===== src/rtl/write_buffer_if.sv =====
// Write-buffer bus: cache write/lookup side plus the memory drain port.
// DEPTH sets the width of the occupancy count.
interface write_buffer_if #(
  parameter int DEPTH = 4
);
  localparam int CW = $clog2(DEPTH) + 1;

  logic          wrReq;
  logic [31:0]   wrAdd;
  logic [31:0]   wrData;
  logic          wrAck;
  logic          full;
  logic          empty;
  logic [CW-1:0] count;
  logic          rdReq;
  logic [31:0]   rdAdd;
  logic          rdHit;
  logic [31:0]   rdData;
  logic          memWe;
  logic [31:0]   memAdd;
  logic [31:0]   memData;
  logic          memReady;

  modport slave (
    input  wrReq, wrAdd, wrData, rdReq, rdAdd, memReady,
    output wrAck, full, empty, count, rdHit, rdData, memWe, memAdd, memData
  );

  modport master (
    output wrReq, wrAdd, wrData, rdReq, rdAdd, memReady,
    input  wrAck, full, empty, count, rdHit, rdData, memWe, memAdd, memData
  );
endinterface


===== src/rtl/write_buffer.sv =====
// Circular write-through buffer with read-miss forwarding and a two-state drain FSM.
// Define WB_COALESCE_EN to merge writes to a buffered word instead of allocating.
module write_buffer #(
  parameter int DEPTH = 4
) (
  input logic           clk,
  input logic           rst,
  write_buffer_if.slave bus
);
  localparam int PW = $clog2(DEPTH);
  localparam int CW = PW + 1;

  typedef enum logic {IDLE, DRAIN} state_t;

  state_t        r_state, w_state_nxt;
  logic [PW-1:0] r_head, r_tail;
  logic [CW-1:0] r_count, w_count_nxt;
  logic          r_full, r_empty;
  logic          r_rd_hit;
  logic [31:0]   r_rd_data;
  logic [31:0]   r_addr [DEPTH];
  logic [31:0]   r_data [DEPTH];
  logic [PW-1:0] w_ord  [DEPTH];
  logic          w_wr_ack, w_push, w_pop, w_coal, w_lk_hit;
  logic [PW-1:0] w_coal_idx;
  logic [31:0]   w_lk_data;
  logic          w_unused;

  assign w_unused = ^bus.rdAdd[1:0];

  // w_ord[k] is the slot holding the k-th oldest entry
  always_comb begin
    for (int k = 0; k < DEPTH; k++) w_ord[k] = r_head + PW'(k);
  end

`ifdef WB_COALESCE_EN
  // The head being drained must stay stable, so it never absorbs a write
  always_comb begin
    w_coal     = 1'b0;
    w_coal_idx = '0;
    for (int k = 0; k < DEPTH; k++) begin
      if (CW'(k) < r_count && r_addr[w_ord[k]][31:2] == bus.wrAdd[31:2] &&
          !(k == 0 && r_state == DRAIN)) begin
        w_coal     = 1'b1;
        w_coal_idx = w_ord[k];
      end
    end
  end
`else
  assign w_coal     = 1'b0;
  assign w_coal_idx = '0;
`endif

  assign w_wr_ack    = bus.wrReq & (~r_full | w_coal);
  assign w_push      = w_wr_ack & ~w_coal;
  assign w_pop       = (r_state == DRAIN) & bus.memReady;
  assign w_count_nxt = r_count + CW'(w_push) - CW'(w_pop);

  // Scan oldest to newest so the newest match wins; a same-cycle write beats all.
  // Uses pre-pop occupancy, so an entry leaving this cycle still matches.
  always_comb begin
    w_lk_hit  = 1'b0;
    w_lk_data = r_rd_data;
    for (int k = 0; k < DEPTH; k++) begin
      if (CW'(k) < r_count && r_addr[w_ord[k]][31:2] == bus.rdAdd[31:2]) begin
        w_lk_hit  = 1'b1;
        w_lk_data = r_data[w_ord[k]];
      end
    end
    if (w_wr_ack && bus.wrAdd[31:2] == bus.rdAdd[31:2]) begin
      w_lk_hit  = 1'b1;
      w_lk_data = bus.wrData;
    end
  end

  always_comb begin
    w_state_nxt = r_state;
    case (r_state)
      IDLE:  if (!r_empty) w_state_nxt = DRAIN;
      DRAIN: if (w_pop && w_count_nxt == '0) w_state_nxt = IDLE;
    endcase
  end

  always_ff @(posedge clk or posedge rst) begin
    if (rst) begin
      r_state   <= IDLE;
      r_head    <= '0;
      r_tail    <= '0;
      r_count   <= '0;
      r_full    <= 1'b0;
      r_empty   <= 1'b1;
      r_rd_hit  <= 1'b0;
      r_rd_data <= '0;
    end else begin
      r_state  <= w_state_nxt;
      r_count  <= w_count_nxt;
      r_full   <= (w_count_nxt == CW'(DEPTH));
      r_empty  <= (w_count_nxt == '0);
      if (w_push) r_tail <= r_tail + PW'(1);
      if (w_pop)  r_head <= r_head + PW'(1);
      r_rd_hit <= bus.rdReq & w_lk_hit;
      if (bus.rdReq && w_lk_hit) r_rd_data <= w_lk_data;
    end
  end

  // Entry storage needs no reset: occupancy decides what is valid
  always_ff @(posedge clk) begin
    if (w_push) begin
      r_addr[r_tail] <= bus.wrAdd;
      r_data[r_tail] <= bus.wrData;
    end else if (w_wr_ack && w_coal) begin
      r_data[w_coal_idx] <= bus.wrData;
    end
  end

  assign bus.wrAck   = w_wr_ack;
  assign bus.full    = r_full;
  assign bus.empty   = r_empty;
  assign bus.count   = r_count;
  assign bus.rdHit   = r_rd_hit;
  assign bus.rdData  = r_rd_data;
  assign bus.memWe   = (r_state == DRAIN);
  assign bus.memAdd  = (r_state == DRAIN) ? r_addr[r_head] : '0;
  assign bus.memData = (r_state == DRAIN) ? r_data[r_head] : '0;
endmodule


===== src/flat_wrapper.sv =====
// flat-port wrapper written by rule: the top's interface ports become plain ports
module write_buffer_flat 
#(
  parameter int DEPTH = 4
)
  (clk, rst, bus_wrReq, bus_wrAdd, bus_wrData, bus_rdReq, bus_rdAdd, bus_memReady, bus_wrAck, bus_full, bus_empty, bus_count, bus_rdHit, bus_rdData, bus_memWe, bus_memAdd, bus_memData);
  write_buffer_if #(.DEPTH(DEPTH)) bus_i ();
  input logic clk;
  input logic rst;
  input wire logic [$bits(bus_i.wrReq)-1:0] bus_wrReq;
  input wire logic [$bits(bus_i.wrAdd)-1:0] bus_wrAdd;
  input wire logic [$bits(bus_i.wrData)-1:0] bus_wrData;
  input wire logic [$bits(bus_i.rdReq)-1:0] bus_rdReq;
  input wire logic [$bits(bus_i.rdAdd)-1:0] bus_rdAdd;
  input wire logic [$bits(bus_i.memReady)-1:0] bus_memReady;
  output wire logic [$bits(bus_i.wrAck)-1:0] bus_wrAck;
  output wire logic [$bits(bus_i.full)-1:0] bus_full;
  output wire logic [$bits(bus_i.empty)-1:0] bus_empty;
  output wire logic [$bits(bus_i.count)-1:0] bus_count;
  output wire logic [$bits(bus_i.rdHit)-1:0] bus_rdHit;
  output wire logic [$bits(bus_i.rdData)-1:0] bus_rdData;
  output wire logic [$bits(bus_i.memWe)-1:0] bus_memWe;
  output wire logic [$bits(bus_i.memAdd)-1:0] bus_memAdd;
  output wire logic [$bits(bus_i.memData)-1:0] bus_memData;
  assign bus_i.wrReq = bus_wrReq;
  assign bus_i.wrAdd = bus_wrAdd;
  assign bus_i.wrData = bus_wrData;
  assign bus_i.rdReq = bus_rdReq;
  assign bus_i.rdAdd = bus_rdAdd;
  assign bus_i.memReady = bus_memReady;
  assign bus_wrAck = bus_i.wrAck;
  assign bus_full = bus_i.full;
  assign bus_empty = bus_i.empty;
  assign bus_count = bus_i.count;
  assign bus_rdHit = bus_i.rdHit;
  assign bus_rdData = bus_i.rdData;
  assign bus_memWe = bus_i.memWe;
  assign bus_memAdd = bus_i.memAdd;
  assign bus_memData = bus_i.memData;
  write_buffer #(.DEPTH(DEPTH)) u_core (.clk(clk), .rst(rst), .bus(bus_i));
endmodule

===== config.mk =====
export PLATFORM = sky130hd
export DESIGN_NAME = write_buffer_flat
export DESIGN_NICKNAME = d
export VERILOG_FILES = /design/src/rtl/write_buffer_if.sv /design/src/rtl/write_buffer.sv /design/src/flat_wrapper.sv
export SDC_FILE = /design/constraint.sdc
export NUM_CORES = 1
export LEC_CHECK = 0
export ABC_AREA = 1
export CAP_MARGIN = 20
export CORE_MARGIN = 3
export CORE_UTILIZATION = 58
export CTS_CLUSTER_DIAMETER = 150
export DETAILED_ROUTE_END_ITERATION = 16
export PLACE_DENSITY = 0.83
export SKIP_CTS_REPAIR_TIMING = 1
export SLEW_MARGIN = 10
export SYNTH_ARGS = -nofsm -noshare
export SYNTH_HDL_FRONTEND = slang
export SYNTH_SLANG_ARGS = --single-unit

===== constraint.sdc =====
create_clock -name clk -period 4.3 [get_ports clk]
set_input_delay 0.86 -clock clk [delete_from_list [all_inputs] [get_ports clk]]
set_output_delay 0.86 -clock clk [all_outputs]
set_load 0.01 [all_outputs]

======== Word level (Yosys, flattened, before mapping) ========
Memories as Yosys holds them, arrays and structs flattened.
Index checks and enable logic that the tools add are counted.
storage, ports and cells
  register bits after elaboration ......... 43
  latch bits .............................. 0
  memory bits (writable) .................. 256
  ROM bits ................................ 0
  logic and storage cells ................. 58
  memories ................................ 2
cells by class
  add/subtract/negate cells ............... 6
  $mul .................................... 0
  divide/modulo/power cells ............... 0
  order comparisons ....................... 4
  equal/unequal tests ..................... 6
  shift-type cells ........................ 0
  mux-type cells .......................... 17
  bitwise gates (word level) .............. 5
  reductions and logical operators ........ 10
memories
  name           depth  width  rd ports  clocked after Yosys merged registers in  write ports  RTL line            text
  u_core.r_addr  4      32     4         0                                        1            write_buffer.sv:21  logic [31:0] r_addr [DEPTH];
  u_core.r_data  4      32     4         0                                        1            write_buffer.sv:22  logic [31:0] r_data [DEPTH];
operator list
  operator             number
  $mux 32              7
  $eq 30x30->1         5
  $mux 1               9
  $logic_and 1x1->1    7
  $lt 1x3->1 const A   2
  $lt 2x3->1 const A   2
  $reduce_bool 5->1    1
  $add 2x1->2 const B  2
  $add 2x2->2 const B  2
  $add 3x1->3          1
  $and 1x1->1          3
  $eq 3x3->1 const B   1
  $logic_not 3->1      1
  $sub 3x1->3          1
  $not 1->1            2
  $pmux 1 s2           1
  $reduce_and 2->1     1

======== Logic depth before layout (Yosys ltp) ========
Gate-level depths: netlist (run 1).
An unclocked memory read counts as a cell.
  depth after elaboration ................. 10
  mapped depth ............................ 23
  depth with buffers taken out ............ 20

======== Least setup slack after synthesis (run 1) ========
No wires, ideal clock.
  path kind ............................... in2reg
  start point ............................. input port bus_wrReq
  end point ............................... memory u_core.r_addr[0][0], enable pin
  library setup time ...................... 0.487 ns
  arrival time ............................ 4.084 ns
  slack ................................... -0.271 ns
  stages on the path ...................... 4
  buffers on the path ..................... 0
  cell sequence ........................... inv_1 -> nor2_1 -> inv_1 -> nor2_1
on the way
  word-level cells in the longest chain between the ends .. 3
ends and longest elaborated chain
  what                          RTL line             text
  start: declaration            flat_wrapper.sv:10   input wire logic [$bits(bus_i.wrReq)-1:0] bus_wrReq;
  $and 1x1->1                   write_buffer.sv:54   assign w_wr_ack = bus.wrReq & (~r_full | w_coal);
  via bus_wrAck                 flat_wrapper.sv:16   output wire logic [$bits(bus_i.wrAck)-1:0] bus_wrAck;
  $mux 1                        write_buffer.sv:108  if (w_push) begin
  $mux 1 (not written as such)  write_buffer.sv:109  r_addr[r_tail] <= bus.wrAdd;
  end: declaration              write_buffer.sv:21
The timed path passes the listed nets, and every way through them passes these cells.

======== Worst setup path in the final report (run 1) ========
  start point ............................. register u_core.r_head[0]
  end point ............................... output port bus_memData[7]
on the way
  word-level cells in the longest chain between the ends .. 2
ends and longest elaborated chain
  what                      RTL line             text
  start: declaration        write_buffer.sv:16   logic [PW-1:0] r_head, r_tail;
  start signal: assignment  write_buffer.sv:100  if (w_pop) r_head <= r_head + PW'(1);
  $mem_v2 4x32              n/a
  $mux 32                   write_buffer.sv:124  assign bus.memData = (r_state == DRAIN) ? r_data[r_head] : '0;
  end: declaration          flat_wrapper.sv:24   output wire logic [$bits(bus_i.memData)-1:0] bus_memData;
No other way between the ends.

==> results of run 1 <==
-- worst register-to-register path, cell delays in order, from the launching register on --
cell and delay, ns:
dfrtp_4 0.48, buf_12 0.49, nand2_1 0.49, nand3_1 0.16, nand2_1 0.07, nand2_1 0.06
nand2_1 0.08, nor2_1 0.34, nand3_1 0.11, nor2_1 0.28, nand2_1 0.12, nor2_2 0.14
nor2_1 0.06, nand3_1 0.13, nand2_2 0.20, buf_12 0.25, nor2_1 0.24, nand2_1 0.08
nand2_1 0.06
-- metal layers --
| metal | part of all wire [%] | GRT usage (%) | vias up |
|---|---|---|---|
| li1 | - | - | 9885 |
| met1 | 38 | 49.6 | 9760 |
| met2 | 46 | 61.0 | 1340 |
| met3 | 11 | 5.79 | 253 |
| met4 | 4.5 | 16.7 | 0 |
| met5 | 0 | 0 | - |
-- cell families (layout without fill, tap and decap cells) --
family          count (synthesis)  count (layout)  share of synthesized area, %
compound gates                357             357                          9.08
xor+xnor                       26              26                          1.13
fa+ha+maj                       9               9                         0.596
buf+inv                       362             497                          7.43
flops                         299             299                          43.5
other cells                     0               3                             0
simple gates                 1928            1928                          38.3
-- cell usage in the layout (no fill, tap or decap), types with 2 or more instances in the layout --
cell and count:
nor2_4 4, dfrtp_1 40, nor3b_1 2, clkinv_1 2, inv_6 2, a22o_1 5, nand3_1 326, nand4_1 9
a31oi_1 2, clkinvlp_4 4, or2_2 3, xor2_1 20, ha_1 8, nand2_2 2, xnor2_1 6, buf_4 27
bufinv_16 3, diode_2 3, clkbuf_8 6, o22ai_1 7, clkinv_4 2, clkinv_2 5, o211ai_1 2, inv_2 2
a21oi_1 39, edfxtp_1 256, clkbuf_1 3, nand2_1 1355, buf_12 13, clkbuf_16 36, o21ai_0 296, clkdlybuf4s50_1 202
a22oi_1 2, nor2_1 207, nor2_2 5, inv_1 188, nor3_1 6, nor4_1 5, o21ai_1 3
-- power groups by stage --
stage / combinational [mW] / sequential, mW / clock, mW
floorplan: 6.98 / 3.96 / 0
global placement: 10.4 / 3.96 / 0
detailed placement: 10.7 / 3.99 / 0
CTS: 10.8 / 3.93 / 3.08
global route: 12.1 / 3.98 / 3.19
finish: 11.0 / 3.94 / 3.07
-- state kept, by name, summed over array words and instances (netlist names) --
signal             flops
u_core.bus.count       3
u_core.bus.empty       1
u_core.bus.full        1
u_core.bus.memWe       1
u_core.bus.rdData     32
u_core.bus.rdHit       1
u_core.r_addr        128
u_core.r_data        128
u_core.r_head          2
u_core.r_tail          2
-- path summary, 6_finish.rpt --
| check | from | endpoint | slack (ns) | depth (start not counted) |
|---|---|---|---|---|
| max in group asynchronous | rst | u_core.bus.rdData[20] | 2.70 | 3 |
| setup reg to reg | u_core.r_head[0] | u_core.bus.rdData[4] | 0.42 | 18 |
| hold reg to reg | u_core.bus.rdData[31] | u_core.bus.rdData[31] | 0.48 | 2 |
| hold / removal | u_core.bus.rdData[31] | u_core.bus.rdData[31] | 0.48 | 2 |
| min in group asynchronous | rst | u_core.bus.rdData[2] | 0.80 | 2 |
| setup / recovery | u_core.r_head[0] | bus_memData[7] | 0.26 | 7 |
-- cell type report --
type	instances	area, um^2	share of cell area (%)
inverters	193	732	3.09
flip-flops and latches	299	8770	37.0
diodes	3	7.51	0.0317
multi-input cells	2320	9940	42.0
clock inverters	17	195	0.824
well taps	448	561	2.37
repair buffers	242	2480	10.5
clock buffers	45	995	4.20
==> flow_metrics.env, run 1 <==
export IMPL_yosys_area_top_type_share_pct=38.1
export IMPL_wl_per_cell_um=19.7
export IMPL_crit_family="buffers and inverters"
export IMPL_dpl_cell_area_um2=22500
export IMPL_crit_slowest_cell="clkdlybuf4s50_1"
export IMPL_fp_dieH_um=192
export IMPL_pre_cts_slack_ns=0.528
export IMPL_vias=21200
export IMPL_cts_max_level=2
export IMPL_viasPerCell=5.95
export IMPL_ir_drop_v=0.000786
export IMPL_synthesis_area_um2=20200
export IMPL_path_class="flop to output pin"
export IMPL_power_internal_mw=9.14
export IMPL_grt_pass1_vias=20100
export IMPL_die_area_um2=37000
export IMPL_worst_pin_slew_ns=1.04
export IMPL_synth_yosys_warnings=0
export IMPL_synthArstFlopShare_pct=14.4
export IMPL_cp_start_kind="flop"
export IMPL_seqPwrFrac_pct=21.9
export IMPL_setup_ws_ns=0.263
export IMPL_coreArea_um2=33900
export IMPL_fin_cells=3567
export IMPL_yosys_top_cells_count="nand2_1, nand3_1, o21ai_0"
export IMPL_total_power_mw=18.0
export IMPL_grt_pass1_wl_um=107000
export IMPL_grt_usage_pct=37.4
export IMPL_synth_edf_count=256
export IMPL_area_growth_pct=17.5
export IMPL_clock_sinks=299
export IMPL_synth_most_common_cell="nand2_1"
export IMPL_synthTopCellsByArea="edfxtp_1, nand2_1, nand3_1"
export IMPL_synth_fp_nets=3091
export IMPL_synth_flop_cell="edfxtp_1"
export IMPL_syn_inst=2981
export IMPL_die_w_um=192
export IMPL_drtIter0Drc=2401
export IMPL_antenna_found_initial=1
export IMPL_status="finished clean"
export IMPL_numCtsBuffers=34
export IMPL_slew_limit_headroom_pct=30.6
export IMPL_dp_hpwl_um=47600
export IMPL_dr_pass1_iters=6
export IMPL_drc_errors=0
export IMPL_rsz0062_at_grt="no"
export IMPL_final_area_um2=23700
export IMPL_yosysTopAreaCell="edfxtp_1"
export IMPL_crit_buf_inv=3
export IMPL_hold_path_class="flop to flop"
export IMPL_finish_utilization_pct=69.9
export IMPL_clk_path_buf_depth=3
export IMPL_hold_violations=0
export IMPL_p_comb_share_pct=61.1
export IMPL_skew_ns=0.0157
export IMPL_synthDistinctLibCells=37
export IMPL_gp_congestion=1.03
export IMPL_wl_um=70300
export IMPL_grt_max_degree=216
export IMPL_cts_root_buf="clkbuf_16"
export IMPL_drive_gt1_share_pct=3.85
export IMPL_switching_power_mw=8.88
export IMPL_cts_tree="built"
export IMPL_arrival_ns=3.18
export IMPL_ant_nets=0
export IMPL_clkTransAtPathRegs_ns=0.06
export IMPL_path_cells="inv_6 > buf_4 > nand2_1 > o21ai_0 > o21ai_0 > nor2_1 > clkdlybuf4s50_1"
export IMPL_finalSetupTns_ns=0
export IMPL_start_util_pct=59.5
export IMPL_clockPowerShare_pct=17.0
export IMPL_clkLatencyLatePin_ns=0.53
export IMPL_nets=3200
export IMPL_cp_required_ns=3.44
export IMPL_overflow=0
export IMPL_dp_cells=3502
export IMPL_portBuffers=202
export IMPL_crit_path_frequent_cell="o21ai_0"
export IMPL_critical_path_max_fanout=54
export IMPL_fin_crit_ns=4.04
export IMPL_ys_seq_area_share_pct=43.5
export IMPL_slew_violations=0
export IMPL_avgSynthCellArea_um2=6.76
export IMPL_setup_violations=0
export IMPL_p_leak_nw=11.0
export IMPL_max_stage_delay_ns=0.61
export IMPL_cp_end_kind="output pin"
export IMPL_period_share_pct=93.9
export IMPL_maxCapViolations=0
export IMPL_powerDensity_nw_per_um2=761
export IMPL_max_freq_mhz=248
export IMPL_ys_seq_elements=299
export IMPL_holdWs_ns=0.478
export IMPL_rows=67
export IMPL_pin_count=205
export IMPL_fill_cells=2749
export IMPL_swShare_pct=49.3
Power figures use the tool's default switching activity.
==> inputs of run 2 (changes only) <==
CAP_MARGIN = not set   (was 20)
==> results of run 2 <==
Same layout as run 1: the final DEF is identical, and so are final timing and power.
